File: config.mk
export PLATFORM = sky130hd
export DESIGN_NAME = fifo_param_sync
export DESIGN_NICKNAME = d
export VERILOG_FILES = /design/src/rtl/fifo_pkg.sv /design/src/rtl/fifo_wrap_ptr.sv /design/src/rtl/fifo_param_sync.sv
export SDC_FILE = /design/constraint.sdc
export NUM_CORES = 1
export LEC_CHECK = 0
export CAP_MARGIN = 10
export CELL_PAD_IN_SITES_DETAIL_PLACEMENT = 0
export CELL_PAD_IN_SITES_GLOBAL_PLACEMENT = 1
export CORE_ASPECT_RATIO = 1.25
export CORE_UTILIZATION = 47
export CTS_BUF_LIST = sky130_fd_sc_hd__clkbuf_8
export DETAILED_ROUTE_END_ITERATION = 8
export PLACE_DENSITY = 0.77
export SLEW_MARGIN = 5
export SYNTH_ARGS = -nofsm -noshare
export SYNTH_HDL_FRONTEND = slang
export SYNTH_SLANG_ARGS = --single-unit
File: constraint.sdc
create_clock -name clk -period 2.71 [get_ports clk]
set_input_delay 0.6775 -clock clk [delete_from_list [all_inputs] [get_ports clk]]
set_output_delay 0.6775 -clock clk [all_outputs]
set_load 0.01 [all_outputs]
File: src/rtl/fifo_pkg.sv
// Shared constants and status bundle for the parametrised FIFO family.
// Used by the RTL and by anything that scoreboards FIFO status.
package fifo_pkg;

    localparam int FIFO_WIDTH_DEF = 16;
    localparam int FIFO_DEPTH_DEF = 8;

    typedef struct packed {
        logic full;
        logic almostfull;
        logic empty;
        logic almostempty;
        logic overflow;
        logic underflow;
        logic wr_ack;
    } fifo_status_t;

endpackage

File: src/rtl/fifo_wrap_ptr.sv
// Modulo-DEPTH pointer with explicit wrap at DEPTH-1.
// Works for depths that are not powers of two.
module fifo_wrap_ptr #(
    parameter int DEPTH = 8,
    localparam int PW = (DEPTH > 1) ? $clog2(DEPTH) : 1
) (
    input  logic          clk,
    input  logic          rst_n,
    input  logic          inc,
    output logic [PW-1:0] ptr
);

    // advance on inc, wrapping from the last entry back to zero
    always_ff @(posedge clk or negedge rst_n) begin
        if (!rst_n) begin
            ptr <= '0;
        end else if (inc) begin
            if (ptr == PW'(DEPTH - 1)) begin
                ptr <= '0;
            end else begin
                ptr <= ptr + PW'(1);
            end
        end
    end

endmodule

File: src/rtl/fifo_param_sync.sv
// Single-clock FIFO: any depth, almost-thresholds, optional FWFT,
// occupancy count and registered wr_ack/overflow/underflow pulses.
module fifo_param_sync
    import fifo_pkg::*;
#(
    parameter int WIDTH    = FIFO_WIDTH_DEF,
    parameter int DEPTH    = FIFO_DEPTH_DEF,
    parameter int AF_LEVEL = DEPTH - 1,
    parameter int AE_LEVEL = 1,
    parameter bit FWFT     = 1'b0,
    localparam int CW      = $clog2(DEPTH + 1),
    localparam int PW      = $clog2(DEPTH)
) (
    input  logic             clk,
    input  logic             rst_n,
    input  logic [WIDTH-1:0] data_in,
    input  logic             wr_en,
    input  logic             rd_en,
    output logic [WIDTH-1:0] data_out,
    output logic             full,
    output logic             almostfull,
    output logic             empty,
    output logic             almostempty,
    output logic             overflow,
    output logic             underflow,
    output logic             wr_ack,
    output logic [CW-1:0]    count
);

    logic [WIDTH-1:0] mem [DEPTH];
    logic [PW-1:0]    wr_ptr;
    logic [PW-1:0]    rd_ptr;
    logic             wr_ok;
    logic             rd_ok;

    // a full FIFO rejects writes even when a read frees a slot this cycle
    assign wr_ok = wr_en && !full;
    assign rd_ok = rd_en && !empty;

    assign full        = (count == CW'(DEPTH));
    assign almostfull  = (count == CW'(AF_LEVEL));
    assign empty       = (count == '0);
    assign almostempty = (count == CW'(AE_LEVEL));

    fifo_wrap_ptr #(.DEPTH(DEPTH)) u_wr_ptr (
        .clk   (clk),
        .rst_n (rst_n),
        .inc   (wr_ok),
        .ptr   (wr_ptr)
    );

    fifo_wrap_ptr #(.DEPTH(DEPTH)) u_rd_ptr (
        .clk   (clk),
        .rst_n (rst_n),
        .inc   (rd_ok),
        .ptr   (rd_ptr)
    );

    // storage is deliberately left unreset
    always_ff @(posedge clk) begin
        if (wr_ok) begin
            mem[wr_ptr] <= data_in;
        end
    end

    // occupancy and one-cycle event pulses
    always_ff @(posedge clk or negedge rst_n) begin
        if (!rst_n) begin
            count     <= '0;
            wr_ack    <= 1'b0;
            overflow  <= 1'b0;
            underflow <= 1'b0;
        end else begin
            wr_ack    <= wr_ok;
            overflow  <= wr_en && full;
            underflow <= rd_en && empty;
            if (wr_ok && !rd_ok) begin
                count <= count + CW'(1);
            end else if (rd_ok && !wr_ok) begin
                count <= count - CW'(1);
            end
        end
    end

    generate
        if (FWFT) begin : g_fwft
            assign data_out = mem[rd_ptr];
        end else begin : g_reg
            logic [WIDTH-1:0] rd_q;

            // registered read; holds last word when no read occurs
            always_ff @(posedge clk or negedge rst_n) begin
                if (!rst_n) begin
                    rd_q <= '0;
                end else if (rd_ok) begin
                    rd_q <= mem[rd_ptr];
                end
            end

            assign data_out = rd_q;
        end
    endgenerate

endmodule

==> run_results.csv <==
group,metric,value,unit
routing,drtIter0Drc,158,
final_layout,drive_above_1_share,0.255,
die,ios,47,
clock_network,insertion_delay,0.44,ns
worst_setup_path,critPathRequiredTime,2.03,ns
worst_hold_path,hold_path.class,"reg2reg",
die,rows,46,
worst_setup_path,worstPathArrival,1.83,ns
worst_setup_path,cp_slowest_stage_delay,0.57,ns
placement,port_buffers,46,
die,coreArea,0.0129,mm²
placement,dp_hpwl,7070,µm
clock_network,clock_sinks,157,
clock_network,htree_levels,4,
sta,min_period_over_period,0.926,
routing,ant_nets,0,
final_layout,fin_nets,458,
global_route,grt_max_degree,30,
worst_setup_path,crit_fanout,6,
final_layout,nFillCells,1020,
outcome,outcome,"completed",
routing,totalWireLength,12500,µm
routing,firstDrtPassIters,4,
sta,fmax,0.398,GHz
power_and_ir_drop,p_leak,2.72,nW
routing,num_vias,3386,
synth,syn-cell-area,0.00629,mm²
synth,synth-edff-count,128,
synth,ys_seq_area_frac,0.726,
sta,setup_viol,0,
sta,rsz0062_at_grt,"false",
final_layout,area_growth,19.9,%
global_route,antenna_found_initial,1,
synth,synthCells,361,
placement,routabilityCongestion,0.700,
synth,synthArstFlopShare,0.185,
synth,syn-mean-instance-area,17.4,µm²
die,die_area,0.0139,mm²
sta,worst_pin_slew,0.868,ns
clock_network,cts_buffers,17,
global_route,grt_pass1_wl,19300,µm
power_and_ir_drop,p_per_area,1070,mW/mm²
synth,netlist-cell-type-count,32,
worst_setup_path,timing.rr.start,"count[1]$_DFFE_PN0P_",
synth,synth-seq-cells,157,
clock_network,root_buffer,"clkbuf_8",
placement,post-place-cells,578,
synth,ys_warn_count,0,
sta,hold_viol,0,
routing,drc,0,
clock_network,cts_tree,"yes",
sta,final_max_slew_viol_count,0,
synth,syn-num-nets,389,
sta,finalSetupTns,0,ns
die,die_h,131,µm
clock_network,postCtsHoldBufs,0,
worst_setup_path,crit_start,"count[1]$_DFFE_PN0P_",
worst_setup_path,start_kind,"flip-flop",
final_layout,n_antenna_cell,0,
die,die_w,105,µm
global_route,first_global_vias,3405,
sta,fin_skew,0.00885,ns
final_layout,layout.cells.non_filler,611,
clock_network,cts.clk_slew.worst_paths,0.08,ns
routing,via_per_inst,5.54,
worst_hold_path,hold_start,"data_out[11]$_DFFE_PN0P_",
power_and_ir_drop,ir_drop,0.593,mV
global_route,grt_usage,0.195,
worst_setup_path,path_cells,"inv_1 -> ha_1 -> nor3b_1 -> clkdlybuf4s50_1",
synth,synth_flop_cell,"edfxtp_1",
routing,wl_per_cell,20.4,µm
flow_run,maxCapViolations,0,
worst_setup_path,crit_type,"reg2out",
clock_network,clockBufferDepth,2,
die,initial_core_util,0.488,
worst_setup_path,end_kind,"primary output",
global_route,grt-ovfl-total,0,
worst_setup_path,cp_slowest_cell,"clkdlybuf4s50_1",
sta,post-route-min-period,2.51,ns
sta,maxSlewHeadroom,0.420,
[metal layers]
layer,GRT usage,part of all wire,up-vias
met5,0,0,-
met4,0.0759,0.018,0
met3,0.0466,0.065,20
met2,0.319,0.51,107
met1,0.249,0.41,1704
li1,-,-,1555
[what timing repair did]
item	4_1_cts	5_1_grt
endpoints found under the hold margin	0	0
gates resized for setup	2	2
setup endpoints to repair	1	1
cloned	0	0
setup buffers	1	0
[layout by cell type (no fill, tap or decap), drive strengths merged]
master and count:
nand4 1, dfrtp 29, edfxtp 128, dlymetal6s2s 1, nor3b 2, bufinv 5, clkbuf 18, nand2 4
dlygate4sd2 1, a21oi 1, mux2 37, nor2b 1, nor4 1, ha 8, o21ai 19, o31ai 16
clkinvlp 3, nand3b 1, inv 6, clkdlybuf4s50 44, a22o 16, and2 2, or4 1, buf 22
nand2b 5, xnor2 1, xor2 3, clkinv 5, nor3 4, o22ai 16, mux2i 33, nand3 1
and3b 1, nor2 7
[per-stage QoR]
stage	util	worst slack (ns)	instance area, µm²	power [mW]	hold slack [ns]
final	0.585	0.200	7540	8.04	0.540
after global routing	0.585	0.0786	7540	8.42	0.573
after CTS	0.585	0.0202	7540	8.13	0.545
after detailed placement	0.548	0.262	7060	6.16	0.527
after global placement	0.548	0.339	7060	6.07	0.517
after floorplan	-	0.0568	6300	5.13	0.382
[cell type report]
type	instances	area [µm²]	area share
Tap cell	168	210	0.0279
Clock buffer	18	248	0.0329
Timing Repair Buffer	68	639	0.0848
Inverter	5	18.8	0.00249
Clock inverter	14	216	0.0287
Multi-Input combinational cell	181	1640	0.217
Sequential cell	157	4570	0.606
[flip-flops by register name, indices dropped and copies added, names as in the netlist]
name	flops
data_out	16
underflow	1
count	4
u_wr_ptr.ptr	3
wr_ack	1
overflow	1
mem	128
u_rd_ptr.ptr	3
[power by group]
group	switching (mW)	leakage (nW)	internal (mW)
registers	0.305	1.51	3.12
clock network	0.836	0.223	1.12
logic	1.35	0.988	1.30
[worst paths after layout]
kind | end | slack, ns | depth (start not counted)
worst max-delay path | almostempty | 0.20 | 4
worst min-delay path | data_out[11]$_DFFE_PN0P_ | 0.54 | 2
worst max register to register | count[3]$_DFFE_PN0P_ | 0.35 | 9
worst min register to register | data_out[11]$_DFFE_PN0P_ | 0.54 | 2
max in group asynchronous | u_rd_ptr.ptr[0]$_DFFE_PN0P_ | 1.71 | 2
min in group asynchronous | count[1]$_DFFE_PN0P_ | 0.65 | 2
[cell families (layout without fill, tap and decap cells)]
logic type,Yosys count,after routing,synth area share
AO/OA/AOI/OAI,68,68,0.0859
adder cells (fa/ha/maj),8,8,0.0159
AND/OR/NAND/NOR,31,31,0.0267
XOR/XNOR,4,4,0.00557
buffers and inverters,23,105,0.0209
flip-flops,157,157,0.726
multiplexers,70,70,0.119
[worst max-delay path, delay by kind of cell (launching register included)]
family        cells  cell delay (ns)
buf+inv           2             0.65
simple gates      1             0.17
fa+ha+maj         1             0.13
flops             1             0.44
[synthesized netlist by cell type, drive strengths merged (5+ instances only)]
master	number	area [µm²]
nand2b	5	31.3
ha	8	100
mux2	37	417
dfrtp	29	726
mux2i	33	330
inv	5	18.8
o31ai	16	200
buf	14	97.6
nor2	7	26.3
o21ai	19	95.1
a22o	16	140
edfxtp	128	3840
o22ai	16	100
Note: power is estimated with default switching activity, not from simulation.
